File: config.mk
export PLATFORM = sky130hd
export DESIGN_NAME = fetch_unit
export DESIGN_NICKNAME = d
export VERILOG_FILES = /design/src/rtl/riscv_defs.sv /design/src/rtl/fetch_buffer.sv /design/src/rtl/fetch_unit.sv
export SDC_FILE = /design/constraint.sdc
export NUM_CORES = 1
export LEC_CHECK = 0
export ABC_AREA = 1
export CAP_MARGIN = 20
export CORE_UTILIZATION = 55
export DETAILED_ROUTE_END_ITERATION = 10
export PLACE_DENSITY = 0.82
export SLEW_MARGIN = 20
export SYNTH_ARGS = -nofsm -noshare
export SYNTH_HDL_FRONTEND = slang
export SYNTH_SLANG_ARGS = --single-unit
File: constraint.sdc
create_clock -name clk -period 20.7 [get_ports clk]
set_input_delay 2.07 -clock clk [delete_from_list [all_inputs] [get_ports clk]]
set_output_delay 2.07 -clock clk [all_outputs]
set_load 0.05 [all_outputs]
File: src/rtl/riscv_defs.sv
// Shared RISC-V definitions: opcodes, instruction width, fetch FSM codes.
// Imported by the fetch stage and by anything decoding its output.
package riscv_defs;

  localparam int INST_W = 32;

  localparam logic [6:0] OPC_R_TYPE = 7'b0110011;
  localparam logic [6:0] OPC_LD     = 7'b0000011;
  localparam logic [6:0] OPC_SD     = 7'b0100011;
  localparam logic [6:0] OPC_BEQ    = 7'b1100011;

  localparam logic [1:0] ST_RUN   = 2'd0;
  localparam logic [1:0] ST_DRAIN = 2'd1;
  localparam logic [1:0] ST_HALT  = 2'd2;

endpackage

File: src/rtl/fetch_buffer.sv
// Synchronous FIFO, DEPTH x WIDTH: push/pop/flush in, full/empty/count out.
// rdata is the head entry; a pop on a full FIFO may coincide with a push.
module fetch_buffer #(
  parameter int DEPTH = 2,
  parameter int WIDTH = 96
) (
  input  logic                       clk,
  input  logic                       reset,
  input  logic                       push,
  input  logic                       pop,
  input  logic                       flush,
  input  logic [WIDTH-1:0]           wdata,
  output logic [WIDTH-1:0]           rdata,
  output logic                       full,
  output logic                       empty,
  output logic [$clog2(DEPTH+1)-1:0] count
);

  localparam int AW = (DEPTH > 1) ? $clog2(DEPTH) : 1;
  localparam int CW = $clog2(DEPTH + 1);

  logic [WIDTH-1:0] mem [DEPTH];
  logic [AW-1:0]    rd_ptr;
  logic [AW-1:0]    wr_ptr;
  logic [CW-1:0]    cnt;
  logic             do_push;
  logic             do_pop;

  function automatic logic [AW-1:0] nxt(
    input logic [AW-1:0] p
  );
    if (p == AW'(DEPTH - 1)) return '0;
    return p + AW'(1);
  endfunction

  assign empty   = (cnt == '0);
  assign full    = (cnt == CW'(DEPTH));
  assign count   = cnt;
  assign rdata   = mem[rd_ptr];
  assign do_pop  = pop & ~empty;
  assign do_push = push & (~full | do_pop);

  always_ff @(posedge clk) begin
    if (reset || flush) begin
      rd_ptr <= '0;
      wr_ptr <= '0;
      cnt    <= '0;
    end else begin
      if (do_push) wr_ptr <= nxt(wr_ptr);
      if (do_pop)  rd_ptr <= nxt(rd_ptr);
      if (do_push && !do_pop)
        cnt <= cnt + CW'(1);
      else if (do_pop && !do_push)
        cnt <= cnt - CW'(1);
    end
  end

  always_ff @(posedge clk) begin
    if (do_push && !flush && !reset)
      mem[wr_ptr] <= wdata;
  end

endmodule

File: src/rtl/fetch_unit.sv
// Fetch stage: PC, imem request/response, instruction buffer to decode,
// branch redirect with stale-response drain, halt; fetch_state for debug.
module fetch_unit
  import riscv_defs::*;
#(
  parameter int              PC_W      = 64,
  parameter logic [PC_W-1:0] RESET_PC  = '0,
  parameter int              BUF_DEPTH = 2
) (
  input  logic              clk,
  input  logic              reset,
  output logic              imem_req_valid,
  input  logic              imem_req_ready,
  output logic [PC_W-1:0]   imem_req_addr,
  input  logic              imem_rsp_valid,
  input  logic [INST_W-1:0] imem_rsp_data,
  output logic              inst_valid,
  input  logic              inst_ready,
  output logic [INST_W-1:0] inst_data,
  output logic [PC_W-1:0]   inst_pc,
  output logic [6:0]        opcode,
  input  logic              branch_taken,
  input  logic [PC_W-1:0]   branch_target,
  input  logic              halt,
  output logic [1:0]        fetch_state
);

  localparam int CW = $clog2(BUF_DEPTH + 1);
  localparam int EW = INST_W + PC_W;
  localparam logic [CW:0] DEPTH_C = (CW+1)'(BUF_DEPTH);

  logic [PC_W-1:0] pc;
  logic [1:0]      state;
  logic [1:0]      state_n;
  logic [CW-1:0]   outstanding;
  logic [CW-1:0]   discard;
  logic [CW-1:0]   discard_n;
  logic [CW:0]     in_flight;

  logic            redirect;
  logic            fire;
  logic            rsp_accept;
  logic            pop;

  logic [EW-1:0]   head;
  logic [CW-1:0]   buf_count;
  logic            buf_full;
  logic            buf_empty;
  logic [PC_W-1:0] rsp_pc;
  logic [CW-1:0]   pcq_count;
  logic            pcq_full;
  logic            pcq_empty;
  logic            unused_sig;

  assign unused_sig = ^{buf_full, pcq_full, pcq_empty,
                        pcq_count, branch_target[1:0]};

  assign redirect = branch_taken & ~halt & ~reset
                  & (state != ST_HALT);

  assign in_flight = {1'b0, outstanding}
                   + {1'b0, buf_count};

  // Slots are reserved at issue, so a response
  // always finds room in the buffer.
  assign imem_req_valid = ~reset & (state == ST_RUN)
                        & (in_flight < DEPTH_C)
                        & ~branch_taken & ~halt;
  assign imem_req_addr  = pc;
  assign fire = imem_req_valid & imem_req_ready;

  // Non-zero discard marks responses as stale.
  assign rsp_accept = imem_rsp_valid & ~redirect
                    & (discard == '0);

  assign inst_valid = ~reset & ~buf_empty & ~redirect;
  assign pop        = inst_valid & inst_ready;
  assign inst_data  = buf_empty ? '0 : head[EW-1:PC_W];
  assign inst_pc    = buf_empty ? '0 : head[PC_W-1:0];
  assign opcode     = inst_data[6:0];
  assign fetch_state = state;

  always_comb begin
    state_n   = state;
    discard_n = discard;
    if (state == ST_RUN && redirect)
      discard_n = outstanding
                - CW'(imem_rsp_valid);
    else if (imem_rsp_valid && discard != '0)
      discard_n = discard - CW'(1);
    if (state != ST_HALT) begin
      if (halt)
        state_n = ST_HALT;
      else if (state == ST_RUN && redirect)
        state_n = (discard_n != '0) ? ST_DRAIN
                                    : ST_RUN;
      else if (state == ST_DRAIN && imem_rsp_valid
               && discard == CW'(1))
        state_n = ST_RUN;
    end
  end

  always_ff @(posedge clk) begin
    if (reset) begin
      pc          <= {RESET_PC[PC_W-1:2], 2'b00};
      state       <= ST_RUN;
      outstanding <= '0;
      discard     <= '0;
    end else begin
      state   <= state_n;
      discard <= discard_n;
      if (redirect)
        pc <= {branch_target[PC_W-1:2], 2'b00};
      else if (fire)
        pc <= pc + PC_W'(4);
      if (fire && !imem_rsp_valid)
        outstanding <= outstanding + CW'(1);
      else if (!fire && imem_rsp_valid)
        outstanding <= outstanding - CW'(1);
    end
  end

  fetch_buffer #(
    .DEPTH (BUF_DEPTH),
    .WIDTH (EW)
  ) u_ibuf (
    .clk   (clk),
    .reset (reset),
    .push  (rsp_accept),
    .pop   (pop),
    .flush (redirect),
    .wdata ({imem_rsp_data, rsp_pc}),
    .rdata (head),
    .full  (buf_full),
    .empty (buf_empty),
    .count (buf_count)
  );

  // PCs of requests in flight, in issue order.
  fetch_buffer #(
    .DEPTH (BUF_DEPTH),
    .WIDTH (PC_W)
  ) u_pcq (
    .clk   (clk),
    .reset (reset),
    .push  (fire),
    .pop   (rsp_accept),
    .flush (redirect),
    .wdata (pc),
    .rdata (rsp_pc),
    .full  (pcq_full),
    .empty (pcq_empty),
    .count (pcq_count)
  );

endmodule

==> results of run 1 <==
==> state kept, by name (all words and copies together), names as in the netlist, 2 cells and up, named ones only <==
| signal | count |
|---|---|
| discard | 2 |
| u_ibuf.mem | 188 |
| fetch_state | 2 |
| imem_req_addr | 62 |
| u_ibuf.count | 2 |
| u_pcq.mem | 124 |
| outstanding | 2 |
| u_pcq.count | 2 |
==> logic make-up after synthesis <==
family                   count (synthesis)  share of synthesized area
flip-flops                             390                      0.637
AO/OA/AOI/OAI                          217                     0.0689
buffers and inverters                  190                     0.0457
multiplexers                            62                     0.0407
other                                    1                   0.000219
XOR/XNOR                                 7                    0.00357
adder cells (fa/ha/maj)                  8                    0.00627
AND/OR/NAND/NOR                        838                      0.197
==> power by group <==
group | total [mW] | switching, mW | internal [mW]
clock | 0.690 | 0.289 | 0.401
sequential | 0.914 | 0.0242 | 0.889
combinational | 0.703 | 0.499 | 0.205
==> worst max path at each step <==
stage / start / end / slack (ns) / cells after the start
after floorplan: branch_taken / u_ibuf.mem[1][10] / 10.84 / 8
after global placement: reset / inst_valid / 13.26 / 9
after detailed placement: reset / inst_valid / 13.28 / 9
after CTS: reset / inst_valid / 13.27 / 9
after global routing: reset / inst_valid / 12.94 / 9
final: reset / inst_valid / 13.21 / 9
==> critical path, cell delays in order <==
cell             delay, ns
buf_2                 0.07
buf_4                 0.54
nor2_1                0.13
nand3_2               0.47
inv_2                 0.44
nor2_1                0.54
inv_2                 0.18
nor2_1                0.14
clkdlybuf4s50_1       0.81
==> synthesized netlist by cell type <==
master / count
clkbuf_1: 47
nand3_1: 97
xor2_1: 7
nand4_1: 13
nor2_1: 212
buf_2: 9
nand3_2: 1
nand2_2: 2
a31oi_1: 17
nor3_4: 1
edfxtp_1: 312
nor3_1: 8
nor2_2: 7
dfxtp_1: 78
o21ai_1: 1
inv_1: 102
mux2_2: 62
a21oi_1: 138
buf_6: 1
o2111ai_1: 2
o211ai_1: 23
fa_1: 1
o21bai_1: 2
nand3b_1: 2
inv_2: 6
ha_1: 7
conb_1: 1
nor2_4: 3
clkinv_1: 1
nand2_1: 490
buf_1: 10
a221oi_1: 1
or2_2: 2
buf_4: 14
o21ai_0: 33
==> metal layers <==
metal | part of all wire | up-vias | global-route usage | routed length, um
met5 | 0 | - | 0 | 0
met4 | 0.032 | 0 | 0.0982 | 1510
met3 | 0.080 | 102 | 0.0499 | 3720
met2 | 0.48 | 589 | 0.488 | 22200
met1 | 0.41 | 6302 | 0.388 | 19100
li1 | - | 6295 | - | -
==> through the flow <==
stage               power [mW]  instance area [sq um]
floorplan                 1.40                  17200
global placement          1.62                  20100
detailed placement        1.63                  20100
CTS                       2.32                  21400
global route              2.39                  21400
finish                    2.31                  21400
==> cell type report <==
class                      count  area [sq um]
timing repair buffer         282          2790
clock buffer                  55          1110
antenna                        1          2.50
multi-input combinational   1136          5480
tap                          396           495
fill                        2264          9290
clock inverter                17           154
sequential                   390         10900
inverter                     109           410
==> results.md, run 1 <==
* Worst EP required at about 19 ns
* Max-slew violations at 0
* Core area at 30700 sq um
* RSZ-0062 raised after global routing: false
* 1st-iter DRT viols at between 1000 and 1500
* Post-CTS Hold Fix Bufs at 0
* First-pass GRT wire length at 70300 um
* Pre-CTS WS at between 10 and 15 ns
* Commonest non-fill, non-tap cell in the layout: nand2_1
* # IOs at between 200 and 300
* Gpl congestion at just under 1
* Average size of a mapped cell at between 10 and 15 sq um
* WP data arrival at 5.42 ns
* Via count at between 10000 and 15000
* Leading area contributor after synthesis: edfxtp_1
* Largest net degree at the start of global routing at 89
* CP Capture Type: output pin
* R2r startpoint: outstanding[0]
* Hold path start: u_ibuf.wr_ptr
* Endpoint, Worst Hold: u_ibuf.wr_ptr
* Critical Setup Path Class: input pin to output pin
* Drt drc at 0
* CTS Sinks at slightly below 400
* Die Width at about 180 um
* Worst Clk Skew at ~0.019 ns
* Final period utilization at 0.362
* HPWL after DPL at ~31000 um
* Post-CTS sizing at 0
* TritonCTS clock tree: yes
* Post-route ant nets at 0
* Max Clk Rate at between 100 and 150 MHz
* Clock buffer count from CTS at 39
* Initial antenna violation count at 0
* Non-Filler Instances at between 2000 and 2500
* Slew at the pin closest to its max-slew limit at ~1.0 ns
* Number of post-CTS setup repair buffers at 0
* Worst R2R Setup Slack at 16.69 ns
* DRT Pass-1 Iters at 5
* GRT Total Usage at 0.292
* Final Hold Viols at 0
* Layout cells sized above 1 at 0.0840
* WL final at ~47000 um
* Die Height at 179 um
* Initial Util at 0.559
* Hold WS at approximately 0.47 ns
* Inst Count DP at about 2300
* Most frequent cells in the layout: nand2_1, edfxtp_1, clkdlybuf4s50_1, nor2_1, a21oi_1
* Clk_lat worst skew at ~0.53 ns
* Status: completed
* Max-Cap Viols at 0
* Layout overhead on the synthesized area at 24.6%
* Min Tclk post-route at between 7 and 8 ns
* Worst vdd ir at 0.0000732 V
* Slew headroom at 0.302
* Reg2Reg Depth at 11
* Slack of the critical path at approximately 13 ns
* Core Util, Final at 0.697
* Average wire per standard cell at 19.5 um
* Startpoint types: input pin
* Port bufs at 267
* Max Buffers Root-to-Sink at 3
* Die area at roughly 32000 sq um
* Synth top area cells: edfxtp_1, nand2_1, dfxtp_1
* Top cell type's share of synthesized area at 0.546
* # rows at 64
* Grt ovf at 0
* Synth Warn # at 0
* Sequential area share after synthesis at 0.637
* Worst-path maximum fanout at 57
* Gate Count Post-Synth at 1713
* Clock-pin slew on the worst setup and hold paths at 0.06 ns
* Lkg Pwr at slightly below 8 nW
* Reg2reg end: u_pcq.mem[1][33]
* Layout Nets at approximately 2100
* Netlist Area Pre-Place at between 15000 and 20000 sq um
* Root Driver: clkbuf_16
* Setup TNS at 0 ns
* HP Class: flip-flop to flip-flop
* Synth Register Bits at between 300 and 400
* Via/cell ratio at approximately 5.6
* Final setup viols at 0
* Yosys cell types at 35
* Worst hold stages at 2
* Power Dens Cells at 108 nW/um^2
* Htree depth at 2
* Vias in the first global route at approximately 13000
Power figures use the tool's default switching activity.
==> run 2: changes to the inputs <==
Settings changed: CORE_UTILIZATION 55 to 54, PLACE_DENSITY 0.82 to 0.8.
Clock period 20.7 ns to 7.15 ns, I/O delays scaled along.
==> run 2 against run 1 <==
Effect of this change: critical path depth is the same; core utilization shrank 0.36 points; global-route usage shrank 1.2 points; sequential power grew to 2.9 times the previous value; final cell count shrank 0.13%; via count shrank 0.34%; critical path type unchanged.
==> results.md, run 2 (same netlist as run 1, synthesis figures left out) <==
* Worst Clk Skew at 0.0175 ns (-0.00163 ns)
* Clock-pin slew on the worst setup and hold paths at 0.06 ns (about the same)
* Layout overhead on the synthesized area at 24.9%
* Final Hold Viols at 0 (unchanged)
* Reg2Reg Depth at 11 (unchanged)
* Via count at 13200 (-0.34%)
* GRT Total Usage at 0.280 (-0.0124)
* Critical Setup Path Class: input pin to output pin
* Vias in the first global route at 12600 (-1.1%)
* Worst EP required at 6.43 ns (-12.20 ns)
* Final instance area at 21400 sq um (+0.26%)
* Worst vdd ir at 0.000207 V (+180%)
* HPWL after DPL at 31000 um (-1.6%)
* # IOs at 274 (unchanged)
* Setup TNS at 0 ns (unchanged)
* Endpoint, Worst Hold: u_ibuf.wr_ptr
* CTS Sinks at 390 (unchanged)
* Die area at 32500 sq um (+1.8%)
* Root Driver: clkbuf_16
* First-pass GRT wire length at 70800 um (+0.72%)
* Post-DP Area at 20100 sq um (about the same)
* Max Clk Rate at ~220 MHz
* Final period utilization at 0.640
* Grt ovf at 0 (unchanged)
* DRT Pass-1 Iters at 8 (+3)
* Startpoint types: input pin
* Worst hold stages at 2 (unchanged)
* N_diodes at 0 (-1)
* RSZ-0062 raised after global routing: false
* 1st-iter DRT viols at 1171 (-9.6%)
* Register area at 10900 sq um (unchanged)
* Most frequent cells in the layout: nand2_1, edfxtp_1, clkdlybuf4s50_1, nor2_1, a21oi_1
* Commonest non-fill, non-tap cell in the layout: nand2_1
* Drt drc at 0 (unchanged)
* Layout cells sized above 1 at 0.0825 (-0.00143)
* Port bufs at 267 (unchanged)
* Max-slew violations at 0 (unchanged)
* Total power at 6.77 mW (+190%)
* Reg2reg end: u_pcq.mem[1][59]
* Number of post-CTS setup repair buffers at 0 (unchanged)
* Post-CTS sizing at 0 (unchanged)
* Slew headroom at 0.314 (+0.0115)
* Hold WS at 0.477 ns (+0.00664 ns)
* Worst R2R Setup Slack at 3.42 ns (-13.27 ns)
* Clk_lat worst skew at 0.53 ns (about the same)
* Largest net degree at the start of global routing at 80 (-10%)
* Layout Nets at 2067 (-0.097%)
* WL final at 46000 um (-1.2%)
* Lkg Pwr at 7.79 nW (+0.29%)
* R2r startpoint: u_ibuf.count[0]
* Initial Util at 0.555 (-0.00435)
* Htree depth at 2 (unchanged)
* Clock buffer count from CTS at 39 (unchanged)
* Max-Cap Viols at 0 (unchanged)
* CP Capture Type: output pin
* TritonCTS clock tree: yes
* # rows at 64 (unchanged)
* Status: completed
* Gpl congestion at 0.971 (+0.41%)
* Final setup viols at 0 (unchanged)
* Power Dens Cells at 316 nW/um^2 (+190%)
* HP Class: flip-flop to flip-flop
* Largest register FFs at 188 (unchanged)
* Max Buffers Root-to-Sink at 3 (unchanged)
* Launch point of the worst path: branch_taken
* Die Width at 180 um (+0.91%)
* Min Tclk post-route at between 4 and 5 ns
* Initial antenna violation count at 0 (unchanged)
* Worst-path maximum fanout at 33 (-42%)
* Core area at 30900 sq um (+0.78%)
* Die Height at 180 um (+0.91%)
* # fillers at 2302 (+1.7%)
* Slew at the pin closest to its max-slew limit at 1.03 ns (-0.0197 ns)
* WP data arrival at 3.86 ns (-1.56 ns)
* Via/cell ratio at 5.56 (-0.21%)
* Post-route ant nets at 0 (unchanged)
* Average wire per standard cell at 19.3 um (-1.1%)
* Hold path start: u_ibuf.wr_ptr
* Post-CTS Hold Fix Bufs at 0 (unchanged)
* Reg with most FFs: u_ibuf.mem
* Area of the multi-input gates at 5490 sq um (+0.11%)
## run 2: changes by cell type in the layout (fill, tap and decap cells not counted), sizes merged
cell    before  now
clkinv      14   11
clkbuf      55   57
diode        1    0
inv        109  110
buf         16   14
## run 2: stage by stage
step | utilization | setup WS [ns] | cells
finish | 0.693 | 2.58 | 2383
CTS | 0.693 | 2.59 | 2383
floorplan | - | 0.348 | 1716
global route | 0.693 | 2.41 | 2383
global placement | 0.650 | 2.61 | 2310
detailed placement | 0.651 | 2.61 | 2311
## run 2: how the worst max path moves through the flow
stage	endpoint
6_report	inst_valid
5_1_grt	inst_valid
4_1_cts	inst_valid
3_5_place_dp	inst_valid
3_3_place_gp	inst_valid
2_1_floorplan	u_pcq.mem[0][10]
## run 2: layout make-up
class / instances / share of cell area
sequential: 390 / 0.510
multi-input combinational: 1136 / 0.256
timing repair buffer: 280 / 0.130
clock buffer: 57 / 0.0545
tap: 396 / 0.0231
inverter: 109 / 0.0191
clock inverter: 15 / 0.00683
## run 2: where the power goes
group	switching, mW	total (mW)	internal [mW]
sequential	0.0676	2.64	2.57
clock	0.847	2.06	1.22
combinational	1.46	2.07	0.607
## run 2: worst max-delay path: stages
cell and delay (ns):
clkdlybuf4s50_1 0.45, inv_1 0.04, nor2_1 0.10, nand3_2 0.51, inv_2 0.72, nor2_1 0.27, inv_2 0.23, nor2_1 0.08
clkdlybuf4s50_1 0.72
## run 2: per-layer routing
layer	wire length, um	track usage
met4	1550	0.101
met5	0	0
met3	3470	0.0406
met1	19200	0.379
met2	21800	0.462
==> run 3: changes to the inputs <==
Clock period 7.15 ns to 4.3 ns, I/O delays scaled along.
==> run 3 against run 2 <==
Effect of this change: final cell count up 0.55%; combinational power is 66% higher; setup slack worse by 1.8 ns; critical path type is now flip-flop to output pin; highest routed layer unchanged.
==> results.md, run 3 (same netlist as run 1, synthesis figures left out) <==
* Pre-CTS WS at 1.19 ns (-1.42 ns)
* Initial Util at 0.555 (unchanged)
* Initial antenna violation count at 0 (unchanged)
* Max-slew violations at 0 (unchanged)
* Post-CTS sizing at 0 (unchanged)
* WP data arrival at 3.09 ns (-0.77 ns)
* Startpoint types: flip-flop
* Min Tclk post-route at between 3 and 4 ns
* Final setup viols at 0 (unchanged)
* Slowest-stage cell, CP: clkdlybuf4s50_1
* Grt ovf at 0 (unchanged)
* Hold path start: reset
* Number of post-CTS setup repair buffers at 0 (unchanged)
* Status: completed
* Commonest non-fill, non-tap cell in the layout: nand2_1
* Post-CTS Hold Fix Bufs at 0 (unchanged)
* # rows at 64 (unchanged)
* Slack of the critical path at 0.780 ns (-1.80 ns)
* Slew headroom at 0.476 (+0.162)
* Core area at 30900 sq um (unchanged)
* M1 WL at 19200 um (+0.13%)
* N_diodes at 0 (unchanged)
* Critical Setup Path Class: flip-flop to output pin
* CP Capture Type: output pin
* TritonCTS clock tree: yes
* Final period utilization at 0.819
* Die Width at 180 um (unchanged)
* Drt drc at 0 (unchanged)
* Layout Nets at 2080 (+0.63%)
* First-pass GRT wire length at 71400 um (+0.86%)
* Most frequent cells in the layout: nand2_1, edfxtp_1, clkdlybuf4s50_1, nor2_1, a21oi_1
* Gpl congestion at 0.934 (-3.8%)
* Seq pwr share at 0.395 (+0.005)
* Vias in the first global route at 12400 (-1.3%)
* Via/cell ratio at 5.56 (about the same)
* Clock-pin slew on the worst setup and hold paths at 0.06 ns (about the same)
* HP Class: input pin to flip-flop
* RSZ-0062 raised after global routing: false
* Die area at 32500 sq um (unchanged)
* CTS Sinks at 390 (unchanged)
* GRT Total Usage at 0.286 (+0.00551)
* # IOs at 274 (unchanged)
* DRT Pass-1 Iters at 5 (-3)
* Via count at 13300 (+0.55%)
* Clock Power Share at 0.296 (-0.009)
* Switching part of the total at 0.353 (+0.00267)
* Comb pwr share at 0.309 (+0.004)
* Crit-path max cell delay at 0.74 ns (+0.02 ns)
* Clk_lat worst skew at 0.54 ns (about the same)
* Largest register FFs at 188 (unchanged)
* Internal power at 7.19 mW (+63%)
* Post-route ant nets at 0 (unchanged)
* Max Buffers Root-to-Sink at 3 (unchanged)
* Layout cells sized above 1 at 0.0865 (+0.00396)
* Layout overhead on the synthesized area at 25.5%
* WL met2 at 22500 um (+3.4%)
* WL final at 46900 um (+1.9%)
* # fillers at 2253 (-2.1%)
* Worst Clk Skew at 0.0171 ns (-0.000380 ns)
* Largest net degree at the start of global routing at 76 (-5.0%)
* Max Clk Rate at between 200 and 300 MHz
* Switch Pwr at 3.92 mW (+65%)
* HPWL after DPL at 31400 um (+1.4%)
* Power Dens Cells at 516 nW/um^2 (+63%)
* Max-Cap Viols at 0 (unchanged)
* R2r startpoint: outstanding[0]
* Die Height at 180 um (unchanged)
* Worst EP required at 3.87 ns (-2.56 ns)
* Metal3 WL at 3740 um (+7.8%)
* Htree depth at 2 (unchanged)
* Reg with most FFs: u_ibuf.mem
* Final Hold Viols at 0 (unchanged)
* Average wire per standard cell at 19.6 um (+1.3%)
* 1st-iter DRT viols at 1209 (+3.2%)
* Lkg Pwr at 7.82 nW (+0.45%)
* Worst-path maximum fanout at 56 (+70%)
* Cell repeated most along the worst path: buf_4
* Launch point of the worst path: u_ibuf.count[1]
* Setup TNS at 0 ns (unchanged)
* Port bufs at 267 (unchanged)
* Root Driver: clkbuf_16
* Max Used Layer: met4
* Slew at the pin closest to its max-slew limit at 0.786 ns (-0.240 ns)
* Clock buffer count from CTS at 39 (unchanged)
* Worst vdd ir at 0.000452 V (+120%)
* CP Cell Sequence: inv_1 > nand2_1 > clkinv_2 > buf_4 > buf_4 > a21oi_1 > clkdlybuf4s50_1
run 3: cell types whose count changed in the layout (fill, tap and decap cells not counted), sizes merged:
cell | before | now
buf | 14 | 28
clkbuf | 57 | 60
inv | 110 | 107
bufinv | 2 | 1
clkdlybuf4s50 | 266 | 265
clkinv | 11 | 12
run 3: cell type report:
cell class | count | area (sq um) | area share
repair buffers | 293 | 2950 | 0.137
flip-flops and latches | 390 | 10900 | 0.508
multi-input cells | 1136 | 5490 | 0.255
inverters | 109 | 412 | 0.0191
clock inverters | 12 | 104 | 0.00483
well taps | 396 | 495 | 0.0230
clock buffers | 60 | 1140 | 0.0528
run 3: power groups by stage:
stage	clock network [mW]	logic [mW]	registers, mW
6_report	3.29	3.43	4.39
5_1_grt	3.48	3.59	4.41
4_1_cts	3.34	3.44	4.39
3_5_place_dp	0	3.42	4.47
3_3_place_gp	0	3.39	4.46
2_1_floorplan	0	2.25	4.47
run 3: routing by layer:
metal,track usage,vias to the layer above
met3,0.0396,100
li1,-,6320
met4,0.0961,0
met1,0.391,6304
met5,0,-
met2,0.471,592
run 3: final timing paths:
check	cells past startpoint	endpoint	slack, ns
worst max-delay path	7	inst_pc[16]	0.78
worst min-delay path	2	imem_req_addr[9]	0.36
worst max register to register	11	u_pcq.mem[1][46]	1.16
worst min register to register	2	u_ibuf.wr_ptr	0.47
run 3: worst max-delay path, delay by kind of cell, from the launching register on:
kind | cells | cell delay [ns]
flip-flops | 1 | 0.33
buffers and inverters | 5 | 1.92
AO/OA/AOI/OAI | 1 | 0.11
AND/OR/NAND/NOR | 1 | 0.12
run 3: stage by stage:
step | power, mW | cell area (sq um) | util | std cells | hold slack (ns)
2_1_floorplan | 6.72 | 17200 | - | 1716 | 0.441
3_3_place_gp | 7.85 | 20300 | 0.656 | 2324 | 0.449
3_5_place_dp | 7.89 | 20300 | 0.656 | 2324 | 0.457
4_1_cts | 11.2 | 21500 | 0.696 | 2396 | 0.340
5_1_grt | 11.5 | 21500 | 0.696 | 2396 | 0.382
6_report | 11.1 | 21500 | 0.696 | 2396 | 0.364
